File: src/rtl/player_pkg.sv
`default_nettype none
// +--------------------------------------------------------------------------+
// | player_pkg : shared states, cell encoding and default widths             |
// | Revision   : 1.0                                                         |
// +--------------------------------------------------------------------------+
package player_pkg;

  typedef enum logic [2:0] {
    S_IDLE      = 3'd0,
    S_WAIT_TICK = 3'd1,
    S_PLAN      = 3'd2,
    S_PROBE_XY  = 3'd3,
    S_PROBE_X   = 3'd4,
    S_PROBE_Y   = 3'd5,
    S_COMMIT    = 3'd6,
    S_DONE      = 3'd7
  } state_t;

  localparam logic [2:0] GRID_EMPTY = 3'd0;

  localparam int DEF_X_W        = 14;
  localparam int DEF_Y_W        = 13;
  localparam int DEF_ANG_W      = 8;
  localparam int DEF_CELL_SHIFT = 8;
  localparam int DEF_TURN_STEP  = 10;
  localparam int DEF_TICK_W     = 20;
  localparam int DEF_GRID_LAT   = 1;

endpackage
`default_nettype wire

File: src/rtl/player_mover_if.sv
`default_nettype none
// +--------------------------------------------------------------------------+
// | player_mover_if : pose, keyboard, direction and grid-probe signals       |
// | Revision        : 1.0                                                    |
// +--------------------------------------------------------------------------+
interface player_mover_if
  import player_pkg::*;
#(
  parameter int X_W        = DEF_X_W,
  parameter int Y_W        = DEF_Y_W,
  parameter int ANG_W      = DEF_ANG_W,
  parameter int CELL_SHIFT = DEF_CELL_SHIFT
);

  logic                        start;
  logic                        done;
  logic                        turn_right;
  logic                        turn_left;
  logic                        move_forward;
  logic                        move_backward;
  logic signed [X_W:0]         dir_x;
  logic signed [Y_W:0]         dir_y;
  logic [X_W-1:0]              cur_pos_x;
  logic [Y_W-1:0]              cur_pos_y;
  logic [ANG_W-1:0]            cur_angle;
  logic [X_W-1:0]              next_pos_x;
  logic [Y_W-1:0]              next_pos_y;
  logic [ANG_W-1:0]            next_angle;
  logic [X_W-CELL_SHIFT-1:0]   grid_x;
  logic [Y_W-CELL_SHIFT-1:0]   grid_y;
  logic [2:0]                  grid_out;

  modport master (
    output start, turn_right, turn_left, move_forward, move_backward,
    output dir_x, dir_y, cur_pos_x, cur_pos_y, cur_angle, grid_out,
    input  done, next_pos_x, next_pos_y, next_angle, grid_x, grid_y
  );

  modport slave (
    input  start, turn_right, turn_left, move_forward, move_backward,
    input  dir_x, dir_y, cur_pos_x, cur_pos_y, cur_angle, grid_out,
    output done, next_pos_x, next_pos_y, next_angle, grid_x, grid_y
  );

endinterface
`default_nettype wire

File: src/rtl/grid_probe.sv
`default_nettype none
// +--------------------------------------------------------------------------+
// | grid_probe : registers a cell address and flags when grid_out is valid   |
// | Revision   : 1.0                                                         |
// +--------------------------------------------------------------------------+
module grid_probe
  import player_pkg::*;
#(
  parameter int GX_W     = 6,
  parameter int GY_W     = 5,
  parameter int GRID_LAT = DEF_GRID_LAT
) (
  input  wire logic            clock,
  input  wire logic            reset,
  input  wire logic            i_req,
  input  wire logic [GX_W-1:0] i_addr_x,
  input  wire logic [GY_W-1:0] i_addr_y,
  input  wire logic [2:0]      i_grid_out,
  output logic      [GX_W-1:0] o_grid_x,
  output logic      [GY_W-1:0] o_grid_y,
  output logic                 o_probe_done,
  output logic                 o_probe_free
);

  localparam int CNT_W = $clog2(GRID_LAT + 1);

  logic [GX_W-1:0]  r_grid_x;
  logic [GY_W-1:0]  r_grid_y;
  logic [CNT_W-1:0] r_cnt;
  logic             r_busy;

  // The address lands on the request edge; the last count cycle is the one
  // whose closing edge sees a valid grid_out.
  always_ff @(posedge clock) begin
    if (reset) begin
      r_grid_x <= '0;
      r_grid_y <= '0;
      r_cnt    <= '0;
      r_busy   <= 1'b0;
    end else if (i_req) begin
      r_grid_x <= i_addr_x;
      r_grid_y <= i_addr_y;
      r_cnt    <= CNT_W'(GRID_LAT);
      r_busy   <= 1'b1;
    end else if (r_busy) begin
      r_cnt <= r_cnt - 1'b1;
      if (r_cnt == CNT_W'(1)) begin
        r_busy <= 1'b0;
      end
    end
  end

  assign o_grid_x     = r_grid_x;
  assign o_grid_y     = r_grid_y;
  assign o_probe_done = r_busy && (r_cnt == CNT_W'(1));
  assign o_probe_free = (i_grid_out == GRID_EMPTY);

endmodule
`default_nettype wire

File: src/rtl/player_mover.sv
`default_nettype none
// +--------------------------------------------------------------------------+
// | player_mover : per-tick turn, move, collision probe and pose commit      |
// | Revision     : 1.0                                                       |
// +--------------------------------------------------------------------------+
module player_mover
  import player_pkg::*;
#(
  parameter int X_W        = DEF_X_W,
  parameter int Y_W        = DEF_Y_W,
  parameter int ANG_W      = DEF_ANG_W,
  parameter int CELL_SHIFT = DEF_CELL_SHIFT,
  parameter int TURN_STEP  = DEF_TURN_STEP,
  parameter int TICK_W     = DEF_TICK_W,
  parameter int GRID_LAT   = DEF_GRID_LAT
) (
  input  wire logic     clock,
  input  wire logic     reset,
  player_mover_if.slave bus
);

  localparam int               GX_W   = X_W - CELL_SHIFT;
  localparam int               GY_W   = Y_W - CELL_SHIFT;
  localparam logic [ANG_W-1:0] C_TURN = ANG_W'(TURN_STEP);

  state_t           r_state;
  logic [TICK_W-1:0] r_tick;
  logic [X_W-1:0]   r_cur_x;
  logic [Y_W-1:0]   r_cur_y;
  logic [X_W-1:0]   r_tx;
  logic [Y_W-1:0]   r_ty;
  logic [ANG_W-1:0] r_ta;
  logic             r_oor_x;
  logic             r_oor_y;
  logic             r_zero_x;
  logic             r_zero_y;
  logic             r_acc_x;
  logic             r_acc_y;
  logic             r_req;
  logic             r_done;
  logic [X_W-1:0]   r_next_x;
  logic [Y_W-1:0]   r_next_y;
  logic [ANG_W-1:0] r_next_ang;

  logic             w_fwd;
  logic             w_bwd;
  logic             w_tr;
  logic             w_tl;
  logic [X_W+1:0]   w_base_x;
  logic [Y_W+1:0]   w_base_y;
  logic [X_W+1:0]   w_dx;
  logic [Y_W+1:0]   w_dy;
  logic [X_W+1:0]   w_tx;
  logic [Y_W+1:0]   w_ty;
  logic [ANG_W-1:0] w_ta;
  logic [GX_W-1:0]  w_addr_x;
  logic [GY_W-1:0]  w_addr_y;
  logic             w_probe_done;
  logic             w_probe_free;

  assign w_fwd = bus.move_forward & ~bus.move_backward;
  assign w_bwd = bus.move_backward & ~bus.move_forward;
  assign w_tr  = bus.turn_right & ~bus.turn_left;
  assign w_tl  = bus.turn_left & ~bus.turn_right;

  // Two guard bits: the top one catches underflow, the next one overflow.
  assign w_base_x = {2'b00, bus.cur_pos_x};
  assign w_base_y = {2'b00, bus.cur_pos_y};
  assign w_dx     = {bus.dir_x[X_W], bus.dir_x};
  assign w_dy     = {bus.dir_y[Y_W], bus.dir_y};

  assign w_tx = w_fwd ? (w_base_x + w_dx) : (w_bwd ? (w_base_x - w_dx) : w_base_x);
  assign w_ty = w_fwd ? (w_base_y + w_dy) : (w_bwd ? (w_base_y - w_dy) : w_base_y);
  assign w_ta = w_tr ? (bus.cur_angle + C_TURN)
              : (w_tl ? (bus.cur_angle - C_TURN) : bus.cur_angle);

  assign w_addr_x = (r_state == S_PROBE_Y) ? r_cur_x[X_W-1:CELL_SHIFT] : r_tx[X_W-1:CELL_SHIFT];
  assign w_addr_y = (r_state == S_PROBE_X) ? r_cur_y[Y_W-1:CELL_SHIFT] : r_ty[Y_W-1:CELL_SHIFT];

  grid_probe #(
    .GX_W     (GX_W),
    .GY_W     (GY_W),
    .GRID_LAT (GRID_LAT)
  ) u_probe (
    .clock        (clock),
    .reset        (reset),
    .i_req        (r_req),
    .i_addr_x     (w_addr_x),
    .i_addr_y     (w_addr_y),
    .i_grid_out   (bus.grid_out),
    .o_grid_x     (bus.grid_x),
    .o_grid_y     (bus.grid_y),
    .o_probe_done (w_probe_done),
    .o_probe_free (w_probe_free)
  );

  always_ff @(posedge clock) begin
    if (reset) begin
      r_state    <= S_IDLE;
      r_tick     <= '0;
      r_cur_x    <= '0;
      r_cur_y    <= '0;
      r_tx       <= '0;
      r_ty       <= '0;
      r_ta       <= '0;
      r_oor_x    <= 1'b0;
      r_oor_y    <= 1'b0;
      r_zero_x   <= 1'b0;
      r_zero_y   <= 1'b0;
      r_acc_x    <= 1'b0;
      r_acc_y    <= 1'b0;
      r_req      <= 1'b0;
      r_done     <= 1'b0;
      r_next_x   <= bus.cur_pos_x;
      r_next_y   <= bus.cur_pos_y;
      r_next_ang <= bus.cur_angle;
    end else begin
      r_tick <= r_tick + 1'b1;
      r_done <= 1'b0;
      r_req  <= 1'b0;
      case (r_state)
        S_IDLE: begin
          if (bus.start) begin
            r_state <= S_WAIT_TICK;
          end
        end
        S_WAIT_TICK: begin
          if (r_tick == '0) begin
            r_state <= S_PLAN;
          end
        end
        S_PLAN: begin
          r_cur_x  <= bus.cur_pos_x;
          r_cur_y  <= bus.cur_pos_y;
          r_tx     <= w_tx[X_W-1:0];
          r_ty     <= w_ty[Y_W-1:0];
          r_ta     <= w_ta;
          r_oor_x  <= w_tx[X_W+1] | w_tx[X_W];
          r_oor_y  <= w_ty[Y_W+1] | w_ty[Y_W];
          r_zero_x <= (bus.dir_x == '0);
          r_zero_y <= (bus.dir_y == '0);
          r_acc_x  <= 1'b0;
          r_acc_y  <= 1'b0;
          if (w_fwd || w_bwd) begin
            r_req   <= 1'b1;
            r_state <= S_PROBE_XY;
          end else begin
            r_state <= S_COMMIT;
          end
        end
        S_PROBE_XY: begin
          if (w_probe_done) begin
            if (w_probe_free && !r_oor_x && !r_oor_y) begin
              r_acc_x <= 1'b1;
              r_acc_y <= 1'b1;
              r_state <= S_COMMIT;
            end else begin
              r_req   <= 1'b1;
              r_state <= S_PROBE_X;
            end
          end
        end
        S_PROBE_X: begin
          if (w_probe_done) begin
            r_acc_x <= r_zero_x | (w_probe_free & ~r_oor_x);
            r_req   <= 1'b1;
            r_state <= S_PROBE_Y;
          end
        end
        S_PROBE_Y: begin
          if (w_probe_done) begin
            r_acc_y <= r_zero_y | (w_probe_free & ~r_oor_y);
            r_state <= S_COMMIT;
          end
        end
        S_COMMIT: begin
          r_next_x   <= r_acc_x ? r_tx : r_cur_x;
          r_next_y   <= r_acc_y ? r_ty : r_cur_y;
          r_next_ang <= r_ta;
          r_done     <= 1'b1;
          r_state    <= S_DONE;
        end
        S_DONE: begin
          r_state <= S_IDLE;
        end
        default: begin
          r_state <= S_IDLE;
        end
      endcase
    end
  end

  assign bus.done       = r_done;
  assign bus.next_pos_x = r_next_x;
  assign bus.next_pos_y = r_next_y;
  assign bus.next_angle = r_next_ang;

endmodule
`default_nettype wire

File: src/flat_wrapper.sv
// flat-port wrapper written by rule: the top's interface ports become plain ports
module player_mover_flat import player_pkg::*;
#(
  parameter int X_W        = DEF_X_W,
  parameter int Y_W        = DEF_Y_W,
  parameter int ANG_W      = DEF_ANG_W,
  parameter int CELL_SHIFT = DEF_CELL_SHIFT,
  parameter int TURN_STEP  = DEF_TURN_STEP,
  parameter int TICK_W     = DEF_TICK_W,
  parameter int GRID_LAT   = DEF_GRID_LAT
)
  (clock, reset, bus_start, bus_turn_right, bus_turn_left, bus_move_forward, bus_move_backward, bus_dir_x, bus_dir_y, bus_cur_pos_x, bus_cur_pos_y, bus_cur_angle, bus_grid_out, bus_done, bus_next_pos_x, bus_next_pos_y, bus_next_angle, bus_grid_x, bus_grid_y);
  player_mover_if #(.X_W(X_W), .Y_W(Y_W), .ANG_W(ANG_W), .CELL_SHIFT(CELL_SHIFT)) bus_i ();
  input  wire logic clock;
  input  wire logic reset;
  input wire logic [$bits(bus_i.start)-1:0] bus_start;
  input wire logic [$bits(bus_i.turn_right)-1:0] bus_turn_right;
  input wire logic [$bits(bus_i.turn_left)-1:0] bus_turn_left;
  input wire logic [$bits(bus_i.move_forward)-1:0] bus_move_forward;
  input wire logic [$bits(bus_i.move_backward)-1:0] bus_move_backward;
  input wire logic [$bits(bus_i.dir_x)-1:0] bus_dir_x;
  input wire logic [$bits(bus_i.dir_y)-1:0] bus_dir_y;
  input wire logic [$bits(bus_i.cur_pos_x)-1:0] bus_cur_pos_x;
  input wire logic [$bits(bus_i.cur_pos_y)-1:0] bus_cur_pos_y;
  input wire logic [$bits(bus_i.cur_angle)-1:0] bus_cur_angle;
  input wire logic [$bits(bus_i.grid_out)-1:0] bus_grid_out;
  output wire logic [$bits(bus_i.done)-1:0] bus_done;
  output wire logic [$bits(bus_i.next_pos_x)-1:0] bus_next_pos_x;
  output wire logic [$bits(bus_i.next_pos_y)-1:0] bus_next_pos_y;
  output wire logic [$bits(bus_i.next_angle)-1:0] bus_next_angle;
  output wire logic [$bits(bus_i.grid_x)-1:0] bus_grid_x;
  output wire logic [$bits(bus_i.grid_y)-1:0] bus_grid_y;
  assign bus_i.start = bus_start;
  assign bus_i.turn_right = bus_turn_right;
  assign bus_i.turn_left = bus_turn_left;
  assign bus_i.move_forward = bus_move_forward;
  assign bus_i.move_backward = bus_move_backward;
  assign bus_i.dir_x = bus_dir_x;
  assign bus_i.dir_y = bus_dir_y;
  assign bus_i.cur_pos_x = bus_cur_pos_x;
  assign bus_i.cur_pos_y = bus_cur_pos_y;
  assign bus_i.cur_angle = bus_cur_angle;
  assign bus_i.grid_out = bus_grid_out;
  assign bus_done = bus_i.done;
  assign bus_next_pos_x = bus_i.next_pos_x;
  assign bus_next_pos_y = bus_i.next_pos_y;
  assign bus_next_angle = bus_i.next_angle;
  assign bus_grid_x = bus_i.grid_x;
  assign bus_grid_y = bus_i.grid_y;
  player_mover #(.X_W(X_W), .Y_W(Y_W), .ANG_W(ANG_W), .CELL_SHIFT(CELL_SHIFT), .TURN_STEP(TURN_STEP), .TICK_W(TICK_W), .GRID_LAT(GRID_LAT)) u_core (.clock(clock), .reset(reset), .bus(bus_i));
endmodule
File: config.mk
export PLATFORM = sky130hd
export DESIGN_NAME = player_mover_flat
export DESIGN_NICKNAME = d
export VERILOG_FILES = /design/src/rtl/player_pkg.sv /design/src/rtl/player_mover_if.sv /design/src/rtl/grid_probe.sv /design/src/rtl/player_mover.sv /design/src/flat_wrapper.sv
export SDC_FILE = /design/constraint.sdc
export NUM_CORES = 1
export LEC_CHECK = 0
export BUFFER_PORTS_ARGS = -buffer_cell sky130_fd_sc_hd__buf_2
export CAP_MARGIN = 25
export CORE_ASPECT_RATIO = 2
export CORE_MARGIN = 8
export CORE_UTILIZATION = 45
export CTS_CLUSTER_SIZE = 12
export DETAILED_ROUTE_END_ITERATION = 7
export MAX_ROUTING_LAYER = met4
export PLACE_DENSITY_LB_ADDON = 0.08
export SLEW_MARGIN = 0
export SYNTH_ARGS = -nofsm -noshare
export SYNTH_HDL_FRONTEND = slang
export SYNTH_SLANG_ARGS = --single-unit
File: constraint.sdc
create_clock -name clock -period 3.3 [get_ports clock]
set_clock_uncertainty 0.2 [all_clocks]
set_input_delay 0 -clock clock [delete_from_list [all_inputs] [get_ports clock]]
set_output_delay 0 -clock clock [all_outputs]
set_load 0.02 [all_outputs]
==> flow_results.org <==
** Status
- The run finished with clean final reports.

** Clocking
- TritonCTS clock tree :: yes
- The clock drives approximately 140 sinks.
- CTS max path bufs :: 2
- Buffers inserted during clock tree synthesis total 17.
- Clock-pin slew on the worst setup and hold paths :: ~0.06 ns
- Postcts setup bufs :: 0
- The H-tree was split into 4 levels.
- The clock reaches the later pin of the worst-skew pair after roughly 0.42 ns.
- Clock tree synthesis selected as its root buffer the cell sky130_fd_sc_hd__clkbuf_16.
- After clock tree synthesis, the repair step resized 0 gates.

** Timing
- Time the final worst path needs with I/O delays and setup :: roughly 3 ns
- Setup slack after layout :: approximately 0.29 ns
- Final worst-path cycle share :: between 90 and 100%
- Highest achievable clock rate :: 332 MHz
- Total of endpoints with negative setup slack in the final report :: 0
- Slew @ Worst Pin :: about 0.9 ns
- Number of pins exceeding their max-slew limit in the final report :: 0
- Setup repair after global routing missed its margin :: false
- Normalized max-slew margin :: a little under two fifths
- Final hold vios :: 0
- Setup_tns :: 0 ns

** Synthesis
- Avg Synthesized Cell Area :: between 8 and 9 sq um
- Yosys printed 0 warnings.
- In this run, synthesis produced a sequential element count of between 100 and 150.
- After synthesis, the largest area contributor takes up between 20% and 30% of total cell area.
- Ranking of synthesized cells by area :: sky130_fd_sc_hd__dfxtp_1, sky130_fd_sc_hd__edfxtp_1, sky130_fd_sc_hd__ha_1
- Count of flip-flops with a built-in enable after synthesis :: 35
- Synthesis produced ~1,100 cells.
- Of all flip-flops after synthesis, the portion carrying an async set or reset was 0%.
- Count of distinct cell types in the synthesized netlist :: 78
- The synthesized design spends more area on one cell type than any other, namely sky130_fd_sc_hd__dfxtp_1.
- Post-synthesis cell area :: a little over 9000 sq um
- Top_reg_cell synth :: sky130_fd_sc_hd__dfxtp_1
- Share of synthesized area occupied by flip-flops and latches :: a little over a third
- Post-Syn Nets :: around 1,200

** Critical path
- The number of buffers and inverters on the critical path is 4.
- The largest single stage delay on the critical path is 0.54 ns.
- Critical Setup Path Class :: primary input to flip-flop
- For the worst setup path, the data required time is roughly 3.4 ns.
- Kind of end point of the critical path :: flip-flop
- Of all nets on the critical path, the largest fanout is 5.
- Category of cells accounting for the largest share of critical-path delay :: compound AO/OA/AOI/OAI gates
- Arrival @ worst endpoint :: 3.10 ns
- The worst setup path is launched from a primary input.
- By instance count, the cell type seen most on the critical path is sky130_fd_sc_hd__inv_1.
- Walking the worst path, the cells encountered are dlygate4sd3_1 -> buf_2 -> inv_1 -> ha_1 -> inv_1 -> fa_1 -> a21o_1 -> a221oi_2 -> a2111oi_2 -> o211ai_1 -> a21oi_1 -> xnor2_1 -> a222oi_1 -> a311oi_1.
- Setup slack on the worst reg-to-reg path comes out at 0.44 ns.
- RR Endpoint :: u_core.r_acc_x
- The largest individual stage delay along the critical path comes from the cell sky130_fd_sc_hd__dlygate4sd3_1.
- The worst register-to-register path has a depth of 9.
- Start of the worst register-to-register path :: u_core.r_state[2]

** Cells and area
- The layout has 1,938 filler cells.
- Of the cells placed in the final design, the portion with a size suffix greater than 1 is about 16%.
- Area Growth Syn to Fin :: 21.9%
- Antenna fix cells :: 0
- In the final layout, the multi-input gates occupy 5420 sq um.
- Sequential standard cell area :: about 3200 sq um
- Final Instance Count excl. Fillers :: ~1,500
- At the end of the flow, the number of nets in the layout was 1,389.

** Min path
- Min-Delay Startpoint :: bus_move_backward
- In this run the worst hold path is classified as primary input to flip-flop.
- The worst hold path passes through 6 cells.
- Hold Path Sink :: u_core.r_req

** Pwr
- Of the total power, the clock network draws about a third.
- The worst-case IR drop observed on VDD is roughly 330 uV.
- Power per unit of standard cell area :: around 530 nW/um^2
- Switching power share of the total :: between 30% and 40%
- Leakage power :: approximately 4.4 nW
- Relative contribution of sequential cells to total power :: between 30% and 40%
- Combinational Power Share :: about 29%
- P_sw :: 1.93 mW
- Pint :: a little under 4 mW

** GRT
- Number of global-route vias before repair :: around 8,100
- Pin count of the biggest net entering global routing :: 87
- The first global-routing pass estimated 41,200 microns of wire.
- Global-route total usage across every layer :: between 20% and 30%
- After global routing the overflow that remains totals 0.
- The number of antenna violations at the first check in global routing came to 0.

** Place
- Post-placement setup slack :: 0.426 ns
- Weighted congestion reported at the end of routability-driven placement :: approximately 0.90
- Port Buf Inserts :: 120
- In this run, placement finished with an instance count of around 1,400.
- Summed over all nets, the half-perimeter wirelength after detailed placement is 18,400 microns.

** Drt
- For this block, the routed nets add up to around 25,000 microns of wire.
- Using the TritonRoute via totals, the vias-per-cell ratio works out to between 5 and 6.
- In the routed design, unresolved DRC markers number 0.
- Via total after detailed routing :: just over 8,000
- Initial detailed-routing violation count :: between 400 and 500
- Router iterations before antenna repair :: 5
- Dividing the detail-routed wire length by the instance count gives between 15 and 20 microns.
- Detail Route Antenna Nets :: 0

** Floorplanning
- Io pins :: ~120
- Effective utilization at floorplan :: 45.3%
- Die height :: ~220 microns
- Die X-Extent :: between 100 and 150 microns
- The floorplan has between 70 and 80 rows.
- Placeable core region :: just over 20,000 sq um
- The floorplan step defined a die boundary enclosing 25,400 sq um.

** Job
- # Max-Cap Violations :: 0
tightest hold or removal path, delay by kind of cell:
kind,cells,cell delay [ns]
fa+ha+maj,1,0.20
buf+inv,2,0.16
compound gates,2,0.16
simple gates,1,0.07
power groups by stage:
stage	Sequential, mW	Clock (mW)	Combinational [mW]
2_1_floorplan	2.26	0	1.21
3_3_place_gp	2.28	0	1.65
3_5_place_dp	2.29	0	1.66
4_1_cts	2.25	1.94	1.75
5_1_grt	2.29	2.02	1.94
6_report	2.26	1.90	1.73
cell families (layout without fill, tap and decap cells):
family	after synthesis	count (layout)	share of synthesized area [%]
xor gates and xnor gates	46	46	4.41
AOI/OAI and AO/OA	297	297	21.2
buffers and inverters	126	291	6.13
muxes	50	50	5.64
DFF	141	141	34.7
and+or+nand+nor	375	375	18.8
adders and majority gates	64	64	9.09
cell usage after synthesis (all sizes together) (9+ instances only):
cell and number:
mux2i 38, ha 60, o22ai 9, a21oi 106
dfxtp 106, buf 14, o21ai 65, a311oi 10
a221oi 9, xnor2 25, nand3 17, edfxtp 35
xor2 21, clkbuf 54, nor2 99, nor4 11
nor2b 16, nand2 152, nand2b 18, mux2 12
nor3 16, a211oi 27, o211ai 14, inv 56
layout make-up:
type | instances | area share [%]
Sequential cell | 141 | 28.5
Multi-Input combinational cell | 832 | 48.6
Timing Repair Buffer | 201 | 12.6
Clock buffer | 29 | 5.23
Clock inverter | 3 | 0.157
Tap cell | 266 | 2.99
Inverter | 58 | 1.95
worst max-delay path by stage:
stage	startpoint	end	depth (start not counted)	slack, ns
2_1_floorplan	bus_cur_pos_x[0]	u_core.r_oor_x	12	0.89
3_3_place_gp	bus_cur_pos_x[0]	u_core.r_oor_x	13	0.49
3_5_place_dp	bus_cur_pos_x[0]	u_core.r_oor_x	13	0.43
4_1_cts	bus_cur_pos_x[0]	u_core.r_oor_x	14	0.31
5_1_grt	bus_cur_pos_x[0]	u_core.r_oor_x	14	0.15
6_report	bus_cur_pos_x[0]	u_core.r_oor_x	14	0.29
what timing repair did:
item                                    CTS  global route
endpoints found under the hold margin   113             0
endpoints found under the setup margin    0             0
hold buffers                             68             0
sequential cells by signal, summed over array words and instances, names as in the netlist, 13 cells and up:
register               count
u_core.r_tick             20
u_core.bus.next_pos_x     14
u_core.r_cur_x            14
u_core.r_tx               14
u_core.bus.next_pos_y     13
u_core.r_cur_y            13
u_core.r_ty               13
routing by layer:
metal	wire [microns]	GRT usage (%)	vias to the layer above	part of all wire (%)
met3	996	3.22	23	4.0
met1	11800	26.5	3847	47
met2	12000	33.6	196	48
met5	0	-	-	0
met4	359	6.15	0	1.4
li1	-	-	4200	-
cell usage in the layout, fill, tap and decap left out, drive strengths merged, types with 7 or more instances in the layout:
master / n
nor2b: 16
inv: 56
xor2: 21
nand2: 152
clkbuf: 29
and3: 7
nand3: 17
ha: 60
o22ai: 9
a211oi: 27
buf: 133
a221oi: 9
or3: 7
nor3: 16
nor4: 11
xnor2: 25
mux2: 12
a311oi: 10
nand2b: 18
nand4: 8
o21ai: 65
o211ai: 14
mux2i: 38
dlygate4sd3: 68
a21oi: 106
o21bai: 7
nor2: 99
dfxtp: 106
edfxtp: 35
stage by stage:
step	instance area, sq um	utilization [%]	total power, mW	hold slack, ns
after global placement	9860	48.9	3.94	0.0561
after CTS	11100	55.2	5.95	0.00623
after floorplan	9140	-	3.47	-0.0640
final	11100	55.2	5.89	0.0194
after global routing	11100	55.2	6.25	0.0976
after detailed placement	9860	48.9	3.95	0.0643
No activity file was read; power rests on OpenSTA's default activity.
